===== src/rtl/prog_loader_mem_pkg.sv =====
// Shared types and sizes for the instruction memory and its boot loader.
package prog_loader_mem_pkg;

  localparam int unsigned ADDR_W = 7;
  localparam int unsigned DATA_W = 8;
  localparam int unsigned DEPTH  = 2 ** ADDR_W;

  localparam logic [6:0] LD_MAX_HDR = 7'd127;

  typedef enum logic [2:0] {
    IDLE = 3'd0,
    HDR  = 3'd1,
    LOAD = 3'd2,
    CHK  = 3'd3,
    RUN  = 3'd4,
    ERR  = 3'd5
  } loader_state_t;

  // CPU virtual fetch address: bank select (mode) over 32-word ip
  typedef struct packed {
    logic [1:0] mode;
    logic [4:0] addr;
  } fetch_addr_t;

endpackage


===== src/rtl/prog_mem.sv =====
// DEPTH x DATA_W flop storage: async clear, one sync write port, one comb read port.
module prog_mem
  import prog_loader_mem_pkg::*;
(
  input  logic              clock,
  input  logic              reset,
  input  logic              we,
  input  logic [ADDR_W-1:0] waddr,
  input  logic [DATA_W-1:0] wdata,
  input  logic [ADDR_W-1:0] raddr,
  output logic [DATA_W-1:0] rdata
);

  logic [DATA_W-1:0] mem_q [DEPTH];

  // Storage array; reset returns every word to zero
  always_ff @(posedge clock or negedge reset) begin
    if (!reset) begin
      for (int i = 0; i < int'(DEPTH); i++) begin
        mem_q[i] <= '0;
      end
    end else if (we) begin
      mem_q[waddr] <= wdata;
    end
  end

  // Read returns the pre-write value when write and read hit the same word
  assign rdata = mem_q[raddr];

endmodule


===== src/rtl/prog_loader_mem.sv =====
// Instruction memory with a byte-stream boot loader that gates the CPU reset.
module prog_loader_mem
  import prog_loader_mem_pkg::*;
(
  input  logic              clock,
  input  logic              reset,
  input  logic [ADDR_W-1:0] addr,
  output logic [DATA_W-1:0] data,
  input  logic              ld_start,
  input  logic              run_req,
  input  logic              ld_valid,
  input  logic [7:0]        ld_data,
  output logic              ld_ready,
  output logic              cpu_run,
  output logic              load_err
);

  loader_state_t state_q, state_d;
  logic [ADDR_W-1:0] wptr_q, wptr_d;
  logic [6:0]        cnt_q, cnt_d;
  logic [7:0]        sum_q, sum_d;
  logic              err_q, err_d;
  logic              mem_we;
  logic              xfer;
  fetch_addr_t       fetch;

  // Byte-accepting states, blocked while a restart pulse is present
  assign ld_ready = ((state_q == HDR) || (state_q == LOAD) || (state_q == CHK)) && !ld_start;
  assign xfer     = ld_valid && ld_ready;
  assign cpu_run  = (state_q == RUN);
  assign load_err = err_q;
  assign fetch    = fetch_addr_t'(addr);

  // Loader state, pointers, running checksum and error flag
  always_ff @(posedge clock or negedge reset) begin
    if (!reset) begin
      state_q <= IDLE;
      wptr_q  <= '0;
      cnt_q   <= '0;
      sum_q   <= '0;
      err_q   <= 1'b0;
    end else begin
      state_q <= state_d;
      wptr_q  <= wptr_d;
      cnt_q   <= cnt_d;
      sum_q   <= sum_d;
      err_q   <= err_d;
    end
  end

  // Next-state: ld_start from any state restarts the frame and beats run_req
  always_comb begin
    state_d = state_q;
    wptr_d  = wptr_q;
    cnt_d   = cnt_q;
    sum_d   = sum_q;
    err_d   = err_q;
    mem_we  = 1'b0;

    if (ld_start) begin
      state_d = HDR;
      wptr_d  = '0;
      sum_d   = '0;
      err_d   = 1'b0;
    end else begin
      unique case (state_q)
        IDLE: if (run_req) state_d = RUN;
        HDR: begin
          if (xfer) begin
            if (ld_data[7]) begin
              state_d = ERR;
              err_d   = 1'b1;
            end else begin
              cnt_d   = ld_data[6:0] & LD_MAX_HDR;
              wptr_d  = '0;
              sum_d   = '0;
              state_d = LOAD;
            end
          end
        end
        LOAD: begin
          if (xfer) begin
            mem_we = 1'b1;
            sum_d  = sum_q + ld_data;
            wptr_d = wptr_q + ADDR_W'(1);
            if (cnt_q == 7'd0) state_d = CHK;
            else               cnt_d   = cnt_q - 7'd1;
          end
        end
        CHK: begin
          if (xfer) begin
            if (ld_data == sum_q) begin
              state_d = RUN;
            end else begin
              state_d = ERR;
              err_d   = 1'b1;
            end
          end
        end
        RUN: state_d = RUN;
        ERR: if (run_req) state_d = RUN;
        default: state_d = IDLE;
      endcase
    end
  end

  prog_mem u_mem (
    .clock (clock),
    .reset (reset),
    .we    (mem_we),
    .waddr (wptr_q),
    .wdata (ld_data),
    .raddr ({fetch.mode, fetch.addr}),
    .rdata (data)
  );

endmodule


===== config.mk =====
export PLATFORM = sky130hd
export DESIGN_NAME = prog_loader_mem
export DESIGN_NICKNAME = d
export VERILOG_FILES = /design/src/rtl/prog_loader_mem_pkg.sv /design/src/rtl/prog_mem.sv /design/src/rtl/prog_loader_mem.sv
export SDC_FILE = /design/constraint.sdc
export NUM_CORES = 2
export LEC_CHECK = 0
export ABC_AREA = 0
export BUFFER_PORTS_ARGS = -buffer_cell sky130_fd_sc_hd__buf_4
export CAP_MARGIN = 20
export CORE_MARGIN = 2
export CORE_UTILIZATION = 36
export DETAILED_ROUTE_END_ITERATION = 12
export HOLD_SLACK_MARGIN = 0.15
export PLACE_DENSITY_LB_ADDON = 0.3
export SLEW_MARGIN = 10
export SYNTH_ARGS = -nofsm -noshare
export SYNTH_HDL_FRONTEND = slang
export SYNTH_SLANG_ARGS = --single-unit
export TNS_END_PERCENT = 100

===== constraint.sdc =====
create_clock -name clock -period 2.4 [get_ports clock]
set_input_delay 0.24 -clock clock [delete_from_list [all_inputs] [get_ports clock]]
set_output_delay 0.24 -clock clock [all_outputs]
set_load 0.02 [all_outputs]

# Word level (Yosys, flattened, before mapping)
# Index checks and enable logic that the tools add are counted.
[totals]
ff_bits = 1050
wordCells = 215
in_bits = 20
output_inout_bits = 11
[op_classes]
eq_ne = 18
n_reduce_logical = 16
n_mux = 39
addsub = 3
bitwise_logic = 3
magnitude_cmp = 3
[ops]
columns = ["cell", "n"]
rows = [
  ["1024-bit bitwise mux", 1],
  ["8-bit binary-select mux with 7-bit select", 1],
  ["8-bit demux with 7-bit select", 1],
  ["7-bit two-way mux", 8],
  ["8-bit two-way mux", 7],
  ["7-bit one-hot mux with 2 select lines", 2],
  ["3-bit two-way mux", 7],
  ["3-bit != test, second input constant", 6],
  ["8-bit >= comparator, second input constant", 2],
  ["7-bit inverter with 8-bit output", 2],
  ["8-bit one-hot mux with 2 select lines", 1],
  ["3-bit one-hot mux with 5 select lines", 1],
  ["5-bit AND reduction", 2],
  ["1-bit two-way mux", 9],
  ["8-bit adder", 1],
  ["8-bit equality test", 1],
  ["8-bit by 1-bit < comparator with 1-bit output, second input constant", 1],
  ["2-bit != test, second input constant", 4],
  ["7-bit by 1-bit adder with 7-bit output, second input constant", 1],
  ["7-bit zero test", 1],
  ["7-bit by 1-bit subtractor with 7-bit output, second input constant", 1],
  ["3-bit by 2-bit equality test with 1-bit output, second input constant", 2],
  ["3-bit equality test, second input constant", 2],
  ["6-bit AND reduction", 1],
  ["other kinds (13)", 17],
]

# Logic depth before layout (Yosys ltp)
[depth]
ltp_word = 8
ltp_mapped = 10
depth_no_buf = 8

# Cells and area by module
# From an unflattened synthesis, not the netlist that was laid out.
[unflattened]
cells_unflattened = 2969
area_unflattened_um2 = 48181.2
[by_module_without_submodules]
columns = ["mod", "cells_per_inst", "area_each_um2", "n_inst"]
rows = [
  ["prog_mem", 2782, 46464.6, 1],
  ["prog_loader_mem", 187, 1716.6, 1],
]

# Least setup slack after synthesis
# No wires, ideal clock.
[synth_timing]
path_kind = "input port to output port"
start = "in addr[0]"
end = "out data[5]"
path_slack_ns = -0.186
stages = 8
arrival_time_ns = 2.346
t_required_ns = 2.160
n_path_buf = 3
path_cell_list = "buf_2 buf_1 buf_2 mux4_2 a22oi_1 a21oi_1 nor3_1 o221ai_1"
[synth_between]
elab_chain_cells = 4
[synth_rtl]
columns = ["item", "line", "text"]
rows = [
  ["start, declared", "prog_loader_mem.sv:7", "input logic [ADDR_W-1:0] addr,"],
  ["7-bit inverter with 8-bit output (implied by the code)", "prog_mem.sv:28", "assign rdata = mem_q[raddr];"],
  ["8-bit binary-select mux with 7-bit select", "prog_mem.sv:28", ""],
  ["8-bit two-way mux (implied by the code) (2 in a row)", "prog_mem.sv:28", ""],
  ["end, declared", "prog_loader_mem.sv:8", "output logic [DATA_W-1:0] data,"],
]
# No other way between the ends. The select of a mux whose other input is x is not followed.

# Worst setup path in the final report
[layout_timing]
start = "reg u_mem.mem_q[820] in the netlist's numbering"
end = "out data[4]"
[layout_between]
elab_chain_cells = 3
[layout_rtl]
columns = ["item", "line", "text"]
rows = [
  ["start, declared", "prog_mem.sv:14", "logic [DATA_W-1:0] mem_q [DEPTH];"],
  ["start signal, assigned by index", "prog_mem.sv:23", "mem_q[waddr] <= wdata;"],
  ["8-bit binary-select mux with 7-bit select", "prog_mem.sv:28", ""],
  ["8-bit two-way mux (implied by the code) (2 in a row)", "prog_mem.sv:28", ""],
]
# No other way between the ends. The select of a mux whose other input is x is not followed.

==> out/metrics.yaml <==
status: "finished with violations"
failed_checks: "negative setup slack"
grt_pass1_vias: 30900
critPathKind: "reg2out"
setup_violations: 8
arrival_ps: 3150
fin_crit_sh_pct: 141
ys.flop_type: "dfrtp_1"
worst-path-buf-inv: 3
final_hold_viol_count: 0
r2r_end: "u_mem.mem_q[777]"
io_buffers: 30
die-area_sq_um: 138000
slew_headroom_pct: 38.5
finalMaxSlewViolations: 0
powerDensity_nw_per_um2: 646
antenna_found_initial: 0
routed-wl-met2_mm: 61.8
routed_via_density: 5.42
drtPass1Iterations: 5
fin_nets: 3545
cts_buffers: 111
via_count: 29100
slowest_stage: "mux4_2"
yosysWarnings: 0
maxCapViolations: 0
synth_edf_count: 0
seq_area_frac_synth_pct: 54.0
clock_latency_ps: 730
grt_usage_pct: 19.4
cts_max_level: 3
yosysUniqueCellTypes: 61
topRoutingLayerUsed: "met4"
hold_path_depth: 3
critPathCaptureType: "primary output"
rr_startpoint: "state_q[2]"
routed_wl_mm: 131
wire_per_inst_um: 24.5
cp_max_fo: 2
cts_buffer_depth: 3
ys_ff_latch: 1050
syn_area_sq_um: 48700
cpMostUsedCell: "buf_4"
synth_fp_nets: 3279
dp_slack_ps: -1210
hold_end: "load_err"
fp.dieH_um: 372
grt.overflow.total: 0
leakage_nw: 28.3
tns_ps: -7160
r2r_setup_slack_ps: 100
async_reset_ff_share_pct: 100
ioPinCount: 31
drc: 0
fmax_ghz: 0.295
start_kind: "flop"
clk_pin_slew_ps: 60
cts.sinks: 1050
rsz0062_at_grt: "true"
drt-initial-drc-count: 1918
syn_to_final_growth_pct: 20.3
place.gp.congestion: 0.816
worstPathRequired_ps: 2160
place_hpwl_mm: 84.2
critPathTopFamily: "compound AO/OA/AOI/OAI gates"
cts_tree: "yes"
wl_met3_mm: 5.41
tightest_slew_ps: 920
slowest_delay_ps: 450
grt_max_degree: 130
syn_inst: 3248
worst-r2r-cell-count: 9
floorplan.rows: 134
initial_core_util_pct: 36.4
ir_drop_mv: 0.523
finalClockSkew_ps: 33.4
root_buffer: "clkbuf_16"
hp-class: "in2reg"
min-delay-start: "ld_start"
wl_met1_mm: 61.3
postRouteAntennaNets: 0
fin_crit_ps: 3390
drive_above_1_share_pct: 55.5
grt_pass1_wl_mm: 203
fin_ws_ps: -985
crit_chain: "mux4_2, a22o_1, a221oi_2, buf_4, o22ai_2, nor3_4, buf_4, o221ai_2, buf_4"
syn_avg_cell_area_sq_um: 15.0
core_region_area_sq_um: 134000
die_w_um: 372
## final cells by class
type / count / area [sq um]
antenna: 1 / 2.50
sequential: 1050 / 26300
clock inverter: 34 / 400
fill: 12000 / 75200
tap: 1768 / 2210
inverter: 8 / 30.0
clock buffer: 166 / 3300
timing repair buffer: 398 / 4460
multi-input combinational: 1945 / 21900
## state kept, by name (all words and copies together) (netlist names)
signal,cells
sum_q,8
wptr_q,7
u_mem.mem_q,1024
load_err,1
state_q,3
cnt_q,7
## cell families after synthesis
group | after synthesis | synth area share (%)
buf+inv | 253 | 2.11
flops | 1050 | 54.0
compound gates | 282 | 4.12
xor+xnor | 10 | 0.180
mux | 1344 | 35.4
fa+ha+maj | 11 | 0.298
simple gates | 298 | 3.95
## power breakdown
group	switching [W]	internal (W)
sequential	0.0000935	0.0178
clock	0.00737	0.0101
combinational	0.00157	0.000826
total	0.00904	0.0288
## cell usage in the layout (no fill, tap or decap), types with 22 or more instances in the layout
cell / instances
a21oi_1: 31
a22o_1: 22
a22oi_1: 81
buf_12: 107
buf_4: 256
clkbuf_1: 26
clkbuf_16: 114
clkbuf_8: 27
dfrtp_1: 1050
mux2_2: 1076
mux2i_1: 64
mux4_2: 192
nand2_1: 49
nor2_1: 42
nor2_2: 57
o21ai_0: 50
## worst reg2reg max path, delay by kind of cell, from the launching register on
| kind | cells | cell delay (ps) |
|---|---|---|
| buffers and inverters | 3 | 540 |
| flip-flops | 1 | 400 |
| multiplexers | 1 | 340 |
| AND/OR/NAND/NOR | 5 | 900 |
## per-layer routing
layer | vias to the layer above | GRT usage [%]
met5 | - | 0
met4 | 0 | 4.84
met3 | 164 | 2.86
met2 | 534 | 30.8
met1 | 15700 | 27.9
li1 | 12700 | -
## worst max path at each step
stage,startpoint,endpoint,slack (ps),cells after the start
detailed placement,addr[0],data[3],-1210,11
global placement,addr[0],data[3],-1250,11
floorplan,addr[2],data[0],9,9
finish,u_mem.mem_q[820],data[4],-990,9
global route,u_mem.mem_q[787],data[3],-1080,9
CTS,u_mem.mem_q[406],data[6],-1010,10
## repair_timing
item	in CTS	in global routing
cloned	0	1
setup buffers	0	0
endpoints found under the hold margin	1049	0
pin swaps	18	2
endpoints found under the setup margin	121	308
resized for setup	58	35
hold buffers	16	0
## synth_stat cells, types with 4 or more instances
master	instances	area, sq um
and3_1	5	31.3
mux2i_1	64	641
nand3_1	10	50.1
ha_1	10	125
xnor2_1	4	35.0
buf_1	30	113
nand4_1	4	25.0
a221o_1	16	160
a21o_1	4	30.0
xor2_1	6	52.6
dfrtp_1	1050	26300
buf_2	33	165
mux2_1	12	135
o21ai_0	50	250
nor2_8	20	400
nand2b_1	12	75.1
mux4_2	192	4320
a21oi_1	31	155
nor2_1	46	173
nor2_2	62	388
nor2b_1	9	56.3
o22ai_1	24	150
a22o_1	23	201
nand2_2	19	119
buf_6	4	45.0
inv_1	8	30.0
clkbuf_1	176	661
nor3_1	20	100
mux2_2	1076	12100
a221oi_1	16	140
o221ai_1	24	210
nand2_1	60	225
a22oi_1	81	608
nand3b_1	4	30.0
## metrics by stage
step	power (W)	std cells	utilization, %	hold WS [ps]	area, sq um
floorplan	0.0193	3248	-	-55.6	48800
global placement	0.0206	5152	40.5	191	54200
CTS	0.0382	5368	43.6	210	58400
detailed placement	0.0206	5152	40.5	183	54200
finish	0.0378	5370	43.8	269	58600
global route	0.0392	5369	43.8	242	58600
(Power assumes the default switching activity.)
